### src/rtl/stream_accum_pkg.sv
// Shared types and widths for the stream accumulator slice.
package stream_accum_pkg;

    localparam int unsigned DEFAULT_WIDTH = 8;
    localparam int unsigned COUNT_W       = 8;

    typedef enum logic [1:0] {
        StIdle,
        StAccum,
        StDone
    } state_e;

endpackage

### src/rtl/term_counter.sv
// Counter of accepted nonzero terms, with synchronous clear/enable and a
// look-ahead flag that fires on the increment that reaches the limit.
module term_counter
    import stream_accum_pkg::*;
#(
    parameter int unsigned MAX_TERMS = 255
) (
    input  logic               clk,
    input  logic               rst_l,
    input  logic               clr_i,
    input  logic               en_i,
    output logic [COUNT_W-1:0] count_o,
    output logic               limit_hit_o
);

    localparam logic [COUNT_W-1:0] MaxCount = COUNT_W'(MAX_TERMS);

    logic [COUNT_W-1:0] count_q, count_d, count_inc;

    assign count_inc = count_q + COUNT_W'(1);

    always_comb begin
        count_d = count_q;
        if (clr_i) begin
            count_d = '0;
        end else if (en_i) begin
            count_d = count_inc;
        end
    end

    always_ff @(posedge clk or negedge rst_l) begin
        if (!rst_l) begin
            count_q <= '0;
        end else begin
            count_q <= count_d;
        end
    end

    assign count_o     = count_q;
    assign limit_hit_o = en_i && (count_inc == MaxCount);

endmodule

### src/rtl/stream_accumulator.sv
// Sums a valid/ready stream of unsigned terms after an active-low start,
// ending on a zero sentinel or the term limit; done pulses for one cycle.
module stream_accumulator
    import stream_accum_pkg::*;
#(
    parameter int unsigned WIDTH     = DEFAULT_WIDTH,
    parameter int unsigned MAX_TERMS = 255
) (
    input  logic               clk,
    input  logic               rst_l,
    input  logic               go_l,
    input  logic               in_valid,
    input  logic [WIDTH-1:0]   in_data,
    output logic               in_ready,
    output logic [WIDTH-1:0]   sum,
    output logic [COUNT_W-1:0] count,
    output logic               overflow,
    output logic               done
);

    state_e           state_q, state_d;
    logic [WIDTH-1:0] sum_q, sum_d;
    logic             ovf_q, ovf_d;
    logic [WIDTH:0]   add_full;
    logic             start, nz_xfer, limit_hit;

    assign add_full = {1'b0, sum_q} + {1'b0, in_data};
    assign start    = (state_q == StIdle) && !go_l;
    assign nz_xfer  = (state_q == StAccum) && in_valid && (in_data != '0);

    term_counter #(
        .MAX_TERMS (MAX_TERMS)
    ) u_term_counter (
        .clk         (clk),
        .rst_l       (rst_l),
        .clr_i       (start),
        .en_i        (nz_xfer),
        .count_o     (count),
        .limit_hit_o (limit_hit)
    );

    always_comb begin
        state_d = state_q;
        sum_d   = sum_q;
        ovf_d   = ovf_q;
        unique case (state_q)
            StIdle: begin
                if (!go_l) begin
                    state_d = StAccum;
                    sum_d   = '0;
                    ovf_d   = 1'b0;
                end
            end
            StAccum: begin
                if (in_valid) begin
                    if (in_data == '0) begin
                        state_d = StDone;
                    end else begin
                        sum_d = add_full[WIDTH-1:0];
                        ovf_d = ovf_q | add_full[WIDTH];
                        if (limit_hit) begin
                            state_d = StDone;
                        end
                    end
                end
            end
            StDone:  state_d = StIdle;
            default: state_d = StIdle;
        endcase
    end

    always_ff @(posedge clk or negedge rst_l) begin
        if (!rst_l) begin
            state_q <= StIdle;
            sum_q   <= '0;
            ovf_q   <= 1'b0;
        end else begin
            state_q <= state_d;
            sum_q   <= sum_d;
            ovf_q   <= ovf_d;
        end
    end

    // Handshake and done are pure state decodes so they carry no glitches.
    assign in_ready = (state_q == StAccum);
    assign done     = (state_q == StDone);
    assign sum      = sum_q;
    assign overflow = ovf_q;

endmodule

### config.mk
export PLATFORM = sky130hd
export DESIGN_NAME = stream_accumulator
export DESIGN_NICKNAME = d
export VERILOG_FILES = /design/src/rtl/stream_accum_pkg.sv /design/src/rtl/term_counter.sv /design/src/rtl/stream_accumulator.sv
export SDC_FILE = /design/constraint.sdc
export NUM_CORES = 1
export LEC_CHECK = 0
export BUFFER_PORTS_ARGS = -buffer_cell sky130_fd_sc_hd__clkbuf_2
export CORE_MARGIN = 2
export CORE_UTILIZATION = 35
export DETAILED_ROUTE_END_ITERATION = 12
export GPL_TIMING_DRIVEN = 0
export PLACE_DENSITY = 0.57
export SLEW_MARGIN = 25
export SYNTH_ARGS = -nofsm -noshare
export SYNTH_HDL_FRONTEND = slang
export SYNTH_HIERARCHICAL = 1
export SYNTH_SLANG_ARGS = --single-unit
export TNS_END_PERCENT = 1
### constraint.sdc
create_clock -name clk -period 4.77 [get_ports clk]
set_clock_uncertainty 0.15 [all_clocks]
set_input_delay 0.954 -clock clk [delete_from_list [all_inputs] [get_ports clk]]
set_output_delay 0.954 -clock clk [all_outputs]
set_load 0.005 [all_outputs]
==> results.sh <==
export IMPL_numCtsBuffers=3
export IMPL_syn2layout_area_growth_pct=18.6
export IMPL_regToRegEndpoint="sum[4]"
export IMPL_yosys_warnings=6
export IMPL_ys_seq_area_share_pct=34.5
export IMPL_power_density_nw_per_um2=532
export IMPL_synth_edf_count=0
export IMPL_dieArea_um2=4460
export IMPL_port_buffers=30
export IMPL_r2r_start="sum[0]"
export IMPL_gr_total_overflow=0
export IMPL_rsz0062_at_grt="no"
export IMPL_synth_top_area_share_pct=34.5
export IMPL_post_route_period_util_pct=54.3
export IMPL_r2r_setup_slack_ns=2.63
export IMPL_cts_hold_buf=0
export IMPL_post_cts_buffers=0
export IMPL_antenna_found_initial=0
export IMPL_end_kind="flip-flop"
export IMPL_crit_fanout=9
export IMPL_tightestPinTransition_ns=0.496
export IMPL_routed_wl_um=3110
export IMPL_critPathArrivalTime_ns=2.61
export IMPL_grt_pass1_vias=1166
export IMPL_fp_row_count=22
export IMPL_avgSynthCellArea_um2=9.45
export IMPL_cts_tree="done"
export IMPL_dp_hpwl_um=2350
export IMPL_crit_required_ns=4.78
export IMPL_total_power_w=0.000870
export IMPL_final_util_pct=44.0
export IMPL_synthArstFlopShare_pct=100
export IMPL_fmax_mhz=386
export IMPL_io_pin_count=31
export IMPL_clk_pin_slew_ns=0.08
export IMPL_via_per_inst=5.24
export IMPL_ctsResizeCount=0
export IMPL_synth_fp_nets=169
export IMPL_route_detailed_drc=0
export IMPL_ys_ff_latch=19
export IMPL_cts_sinks=19
export IMPL_fp_dieH_um=66.8
export IMPL_synth_area_um2=1380
export IMPL_final_max_slew_viol_count=0
export IMPL_groute_usage_overall_pct=15.4
export IMPL_drv_cap=0
export IMPL_final_min_clock_period_ns=2.59
export IMPL_peakVddDrop_v=0.000183
export IMPL_cts_max_path_buffers=2
export IMPL_gp_congestion=0.848
export IMPL_clockRootBuffer="clkbuf_8"
export IMPL_crit_path_end="state_q[0]"
export IMPL_cp_start_kind="input port"
export IMPL_cts_max_level=1
export IMPL_grt_max_degree=20
export IMPL_fin_nets=204
export IMPL_synth_top_cell_by_area="dfrtp_1"
export IMPL_synthFlopType="dfrtp_1"
export IMPL_r2r_cells=6
export IMPL_hold_viol=0
export IMPL_die_width_um=66.8
export IMPL_antenna_left=0
export IMPL_coreArea_um2=3720
export IMPL_drt_iter0_markers=45
export IMPL_first_pass_iters=4
export IMPL_status="completed"
export IMPL_drive_above_1_share_pct=28.3
export IMPL_slew_headroom_pct=66.7
export IMPL_antenna_cells=0
export IMPL_num_vias=1194
export IMPL_p_leak_nw=0.785
export IMPL_ys_types=42
export IMPL_crit_type="input port to flip-flop"
export IMPL_final_setup_tns_ns=0
export IMPL_wire_per_inst_um=13.6
export IMPL_grt_first_pass_wirelength_um=5310
export IMPL_setup_viol=0
export IMPL_crit_path_start="in_data[4]"
export IMPL_synthTopCellsByArea="dfrtp_1 34%, ha_1 9.1%, nor2_1 4.6%"
export IMPL_start_util_pct=37.1
export IMPL_hp_class="flip-flop to flip-flop"
export IMPL_syn_inst=146
export IMPL_clk_insertion_delay_late_ns=0.26
[cell usage after synthesis, types with 2 or more instances]
library cell,count
inv_2,2
nor3_1,2
a211oi_1,2
a21o_1,3
and2b_2,2
ha_1,10
a21oi_1,6
o21ai_0,8
nand2_1,11
inv_1,3
xor2_1,5
nor4_2,3
buf_6,2
or3_1,3
nand4_1,4
xnor2_1,5
nand3_1,10
dfrtp_1,19
a211o_1,3
a2111o_1,3
o211ai_1,3
nor2_1,17
[layout by cell type (no fill, tap or decap), types with 4 or more instances in the layout]
master    instances
clkbuf_2         30
dfrtp_1          19
nor2_1           17
nand2_1          11
nand3_1          10
ha_1             10
o21ai_0           8
a21oi_1           6
xnor2_1           5
xor2_1            5
clkbuf_8          4
nand4_1           4
[layout make-up]
type	instances	area, um^2
Fill cell	374	2080
Tap cell	48	60.1
Clock inverter	1	5.00
Clock buffer	3	41.3
Timing Repair Buffer	30	150
Multi-Input combinational cell	118	846
Inverter	5	18.8
Sequential cell	19	475
Buffer	4	40.0
[flip-flops by register name (all words and copies together) (netlist names)]
signal	cells
overflow	1
state_q	2
sum	8
u_term_counter/count_o	8
[how the worst min path moves through the flow]
stage	start	end	slack, ns	cells after the start
2_1_floorplan	state_q[1]	state_q[0]	0.36	1
3_3_place_gp	sum[2]	sum[2]	0.37	2
3_5_place_dp	sum[2]	sum[2]	0.37	2
4_1_cts	sum[2]	sum[2]	0.39	2
5_1_grt	sum[2]	sum[2]	0.42	2
6_report	sum[2]	sum[2]	0.38	2
[stage by stage]
| stage | instance area (um^2) | cells | hold WS, ns | worst slack (ns) |
|---|---|---|---|---|
| floorplan | 1380 | 146 | 0.359 | 2.23 |
| global placement | 1590 | 224 | 0.368 | 1.95 |
| detailed placement | 1590 | 224 | 0.369 | 1.93 |
| CTS | 1640 | 228 | 0.387 | 2.19 |
| global route | 1640 | 228 | 0.425 | 2.04 |
| finish | 1640 | 228 | 0.383 | 2.18 |
[worst max-delay path, cell delays in order]
cell	delay (ns)
clkbuf_2	0.10
nor4_2	0.50
a21o_4	0.22
inv_2	0.08
clkbuf_8	0.17
nand4_1	0.10
nor4_2	0.06
a21o_1	0.16
a311oi_1	0.26
[kinds of logic (layout without fill, tap and decap cells)]
group / after synthesis / after routing / share of synthesized area [%]
mux: 1 / 1 / 0.725
compound gates: 36 / 36 / 19.5
simple gates: 60 / 60 / 24.2
xor+xnor: 10 / 10 / 6.35
buf+inv: 9 / 43 / 4.26
fa+ha+maj: 11 / 11 / 10.5
flops: 19 / 19 / 34.5
[power by group]
| part | internal, W | switching, W |
|---|---|---|
| Sequential | 0.000225 | 0.0000871 |
| Combinational | 0.000216 | 0.000226 |
| Clock | 0.0000581 | 0.0000572 |
[layer usage]
layer / track usage [%] / vias up / share of wire, % / wire length, um
met5: 0 / - / 0 / 0
met3: 1.69 / 4 / 2.9 / 91
met4: 5.36 / 0 / 1.3 / 39
met1: 21.4 / 567 / 50 / 1540
li1: - / 603 / - / -
met2: 24.9 / 20 / 46 / 1430
Power figures use the tool's default switching activity.
